`config.mk`:
```
export PLATFORM = sky130hd
export DESIGN_NAME = hazard_ctrl_unit
export DESIGN_NICKNAME = d
export VERILOG_FILES = /design/src/rtl/hazard_ctrl_unit.sv
export SDC_FILE = /design/constraint.sdc
export NUM_CORES = 1
export LEC_CHECK = 0
export ABC_AREA = 1
export BUFFER_PORTS_ARGS = -buffer_cell sky130_fd_sc_hd__buf_2
export CAP_MARGIN = 20
export CORE_ASPECT_RATIO = 0.5
export CORE_UTILIZATION = 53
export DETAILED_ROUTE_END_ITERATION = 10
export PLACE_DENSITY_LB_ADDON = 0.25
export SYNTH_ARGS = -nofsm -noshare
export SYNTH_HDL_FRONTEND = slang
export SYNTH_SLANG_ARGS = --single-unit
```
`constraint.sdc`:
```
create_clock -name clk -period 2.77 [get_ports clk]
set_input_delay 0.277 -clock clk [delete_from_list [all_inputs] [get_ports clk]]
set_output_delay 0.277 -clock clk [all_outputs]
set_load 0.01 [all_outputs]
```
`src/rtl/hazard_ctrl_unit.sv`:
```
// Hazard, forwarding and multi-cycle stall controller for the 5-stage RV32 pipeline.
// Drives stage-register stall/flush enables, E-stage operand forwarding and perf counters.
module hazard_ctrl_unit #(
  parameter int REG_AW     = 5,
  parameter int MUL_LAT    = 3,
  parameter int FORWARD_EN = 1,
  parameter int CNT_W      = 16
) (
  input  logic              clk,
  input  logic              rst,
  input  logic [REG_AW-1:0] Rs1D,
  input  logic [REG_AW-1:0] Rs2D,
  input  logic [REG_AW-1:0] Rs1E,
  input  logic [REG_AW-1:0] Rs2E,
  input  logic [REG_AW-1:0] RdE,
  input  logic              RegWriteE,
  input  logic [1:0]        ResultSrcE,
  input  logic              MulOpE,
  input  logic              PCSrcE,
  input  logic [REG_AW-1:0] RdM,
  input  logic              RegWriteM,
  input  logic [REG_AW-1:0] RdW,
  input  logic              RegWriteW,
  input  logic              CntClr,
  output logic              StallF,
  output logic              StallD,
  output logic              StallE,
  output logic              FlushD,
  output logic              FlushE,
  output logic              FlushM,
  output logic [1:0]        ForwardAE,
  output logic [1:0]        ForwardBE,
  output logic              MulBusy,
  output logic [CNT_W-1:0]  StallCount,
  output logic [CNT_W-1:0]  RedirectCount
);

  localparam int CW = $clog2(MUL_LAT) + 1;

  localparam logic [0:0] IDLE = 1'b0;
  localparam logic [0:0] BUSY = 1'b1;

  localparam logic [CW-1:0]    LAST_CNT = CW'(MUL_LAT - 1);
  localparam logic [CW-1:0]    CNT_ONE  = CW'(1);
  localparam logic [CNT_W-1:0] PERF_ONE = CNT_W'(1);
  localparam bit               MULTI    = (MUL_LAT > 1);
  localparam bit               FWD      = (FORWARD_EN != 0);

  localparam logic [1:0] FWD_RF  = 2'b00;
  localparam logic [1:0] FWD_WB  = 2'b01;
  localparam logic [1:0] FWD_MEM = 2'b10;

  // x0 is hard-wired zero, so a reference to it is never a dependency.
  function automatic logic regMatch(input logic [REG_AW-1:0] a, input logic [REG_AW-1:0] b);
    return (a != '0) && (a == b);
  endfunction

  logic [0:0]    state;
  logic [0:0]    stateNext;
  logic [CW-1:0] cnt;
  logic [CW-1:0] cntNext;

  logic loadE;
  logic lwStall;
  logic dataStall;
  logic hzStall;
  logic mulStall;
  logic depOnE;
  logic depOnM;

  always_comb begin
    ForwardAE = FWD_RF;
    ForwardBE = FWD_RF;
    if (FWD) begin
      if (RegWriteM && regMatch(RdM, Rs1E))      ForwardAE = FWD_MEM;
      else if (RegWriteW && regMatch(RdW, Rs1E)) ForwardAE = FWD_WB;
      if (RegWriteM && regMatch(RdM, Rs2E))      ForwardBE = FWD_MEM;
      else if (RegWriteW && regMatch(RdW, Rs2E)) ForwardBE = FWD_WB;
    end
  end

  assign loadE  = (ResultSrcE == 2'b01);
  assign depOnE = regMatch(RdE, Rs1D) || regMatch(RdE, Rs2D);
  assign depOnM = regMatch(RdM, Rs1D) || regMatch(RdM, Rs2D);

  // Without forwarding, any producer still in E or M must drain first; W is write-through.
  assign lwStall   = FWD && loadE && depOnE;
  assign dataStall = !FWD && ((RegWriteE && depOnE) || (RegWriteM && depOnM));
  assign hzStall   = lwStall || dataStall;

  assign mulStall = MulOpE && ((state == IDLE) ? MULTI : (cnt < LAST_CNT));
  assign MulBusy  = (state == BUSY);

  always_comb begin
    stateNext = state;
    cntNext   = cnt;
    case (state)
      IDLE: begin
        if (MulOpE && MULTI) begin
          stateNext = BUSY;
          cntNext   = CNT_ONE;
        end
      end
      BUSY: begin
        if (MulOpE && mulStall) begin
          cntNext = cnt + CNT_ONE;
        end else begin
          // Either the op completes this cycle or it was flushed out of E.
          stateNext = IDLE;
          cntNext   = '0;
        end
      end
      default: begin
        stateNext = IDLE;
        cntNext   = '0;
      end
    endcase
  end

  always_ff @(posedge clk or posedge rst) begin
    if (rst) begin
      state <= IDLE;
      cnt   <= '0;
    end else begin
      state <= stateNext;
      cnt   <= cntNext;
    end
  end

  // A busy execute unit freezes everything; a redirect beats a data hazard so the PC takes the target.
  always_comb begin
    StallF = 1'b0;
    StallD = 1'b0;
    StallE = 1'b0;
    FlushD = 1'b0;
    FlushE = 1'b0;
    FlushM = 1'b0;
    if (mulStall) begin
      StallF = 1'b1;
      StallD = 1'b1;
      StallE = 1'b1;
      FlushM = 1'b1;
    end else if (PCSrcE) begin
      FlushD = 1'b1;
      FlushE = 1'b1;
    end else if (hzStall) begin
      StallF = 1'b1;
      StallD = 1'b1;
      FlushE = 1'b1;
    end
  end

  always_ff @(posedge clk or posedge rst) begin
    if (rst) begin
      StallCount    <= '0;
      RedirectCount <= '0;
    end else if (CntClr) begin
      StallCount    <= '0;
      RedirectCount <= '0;
    end else begin
      if (StallD && (StallCount != '1))
        StallCount <= StallCount + PERF_ONE;
      if (PCSrcE && !mulStall && (RedirectCount != '1))
        RedirectCount <= RedirectCount + PERF_ONE;
    end
  end

endmodule

```
==> impl_metrics.toml <==
[setup_path]
r2r_start = "RedirectCount[0]"
required_ns = 2.95
endpoint_kind = "flop"
r2r_cells = 9
r2r_setup_slack_ns = 0.51
critPathArrivalTime_ns = 2.44
critical_path_class = "flop to flop"
r2r_end = "RedirectCount[5]"
crit_path_max_fanout = 13
cp-start-kind = "flop"

[timing]
drv_slew = 0
finalSetupViolations = 0
fmax_mhz = 443.0
fin_setup_tns_ns = 0
finalCritPeriodShare_pct = 81.50
skew_ns = 0.006927
fin_crit_ns = 2.257
tightest_slew_ns = 0.5951
fin_ws_ns = 0.5126
slew_headroom_pct = 60.06
hold_viol_final = 0
rsz0062_at_grt = "false"

[route]
detail_route.wl_per_cell_um = 12.03
first_pass_iters = 4
drc_errors = 0
drt_iter0_drc = 105
num_vias = 2764
drt-total-wl_um = 6471
routed_via_density = 5.138
ant_nets = 0

[cells_and_area]
finalInstanceArea_um2 = 3291
syn_to_final_growth_pct = 20.53
diodes = 0
final_core_util_pct = 66.72
layout-drive-gt1-share_pct = 25.43
fin_nets = 515

[clocking]
cts_sinks = 36
cts_inserted_buffers = 5
cts_max_level = 2
postCtsResizedCells = 0
post-cts-setup-buffer-count = 0
path_clk_slew_ns = 0.07
cts_hold_buf = 0
cts_tree = "built"
root_buffer = "clkbuf_8"
clockBufferDepth = 2
insertion_delay_ns = 0.29

[global_routing]
grt_pass1_vias = 2498
overflow = 0
grt_first_pass_wirelength_um = 10710
grt_max_degree = 37
antenna_found_initial = 0
grt_use_total_pct = 24.96

[synthesis]
synth_edf_count = 0
netlist_area_um2 = 2730
yosysWarnings = 0
syn_area_per_cell_um2 = 7.128
ys_top_cells_by_area = "dfrtp_1, nand2_1, xor2_1, nand3_1, nand4_1"
yosysMostFrequentCell = "nand2_1"
yosysSeqAreaShare_pct = 33.00
synth_area_leader_cell = "dfrtp_1"
synth.distinct_cells = 38
synth_commonest_cells = "nand2_1, inv_1, dfrtp_1, nand3_1, nor2_1"
yosysTopAreaCellShare_pct = 33.00
synthCells = 383
synth_nets = 431
synthArstFlopShare_pct = 100.0
ys_seq_elements = 36
yosys_most_used_dff = "dfrtp_1"

[die]
die-area_um2 = 5460
die_h_um = 52.75
core-area_um2 = 4932
start_util_pct = 55.35
io_pins = 88
fp.dieW_um = 103.5
placementRows = 18

[placement]
dpl-instance-area_um2 = 3201
dp_slack_ns = 0.5354
dp_hpwl_um = 4828
gp_congestion = 0.9383
placement.io_buffers = 86

[power]
peakVddDrop_uv = 188.6
power_density_nw_per_um2 = 377.9
p_leak_nw = 1.819

[outcome]
status = "completed"

[flow_run]
maxCapViolCount = 0

[worst_hold_path]
hp-class = "input pin to asynchronous set/reset pin"
cell families after synthesis:
kind of cell | count (synthesis) | synth area share [%]
adder cells (fa/ha/maj) | 3 | 1.375
XOR/XNOR | 37 | 11.87
AO/OA/AOI/OAI | 33 | 7.746
flip-flops | 36 | 33.00
AND/OR/NAND/NOR | 211 | 36.44
buffers and inverters | 63 | 9.578
per-stage QoR:
step / hold slack [ns] / instances / total power [mW]
after floorplan: 0.4066 / 383 / 0.7669
after global placement: 0.4035 / 530 / 0.8578
after detailed placement: 0.4113 / 530 / 0.8641
after CTS: 0.09503 / 538 / 1.251
after global routing: 0.1359 / 538 / 1.314
final: 0.07552 / 538 / 1.244
power by group:
| part | internal (mW) | switching [mW] |
|---|---|---|
| clock network | 0.203 | 0.188 |
| registers | 0.551 | 0.0265 |
| logic | 0.104 | 0.171 |
| total | 0.858 | 0.385 |
critical path, stage by stage, from the launching register on:
cell and delay (ns):
dfrtp_1 0.45, ha_1 0.21, nand3_1 0.15, inv_1 0.10, nand2_1 0.09, o21ai_1 0.51, nand2_2 0.21, inv_2 0.24
nand2_1 0.09, o31ai_1 0.09
flip-flops by register name (all words and copies together) (netlist names):
name           count
RedirectCount     16
cnt                3
MulBusy            1
StallCount        16
worst max path at each step:
stage	start	end	slack (ns)	cells after the start
after global routing	RedirectCount[0]	RedirectCount[5]	0.32	9
after CTS	RedirectCount[0]	RedirectCount[5]	0.51	9
after detailed placement	RedirectCount[0]	RedirectCount[5]	0.54	9
after floorplan	MulBusy	StallF	1.07	7
final	RedirectCount[0]	RedirectCount[5]	0.51	9
after global placement	RedirectCount[0]	RedirectCount[7]	0.62	9
area by class of cell:
cell class	instances	area, um2
timing repair buffer	89	452.9
sequential	36	900.9
multi-input combinational	284	1568
clock buffer	8	90.09
fill	467	1642
tap	70	87.58
inverter	51	191.4
cells in the final DEF, fill, tap and decap left out, types with 2 or more instances in the layout:
cell type  count
nor2_2         3
clkbuf_1       2
o21ai_0        4
dfrtp_1       36
nor4_1         4
inv_1         38
o21ai_1        8
nor3_1         4
or2_2          2
nand4_1       23
a21oi_1        4
buf_2         86
nor2_1        32
nand2_1       97
xor2_1        26
inv_2         12
nand2_2        2
buf_4          3
ha_1           3
nand3_1       36
o31ai_1       10
xnor2_1       11
o2111ai_1      3
clkbuf_8       6
metal layers:
metal	share of wire, %	wire [um]	track usage (%)
met4	0.97	63	8.213
met2	45	2924	46.87
met5	0	0	0
met3	6.6	427	5.963
met1	47	3055	28.85
(Power assumes the default switching activity.)
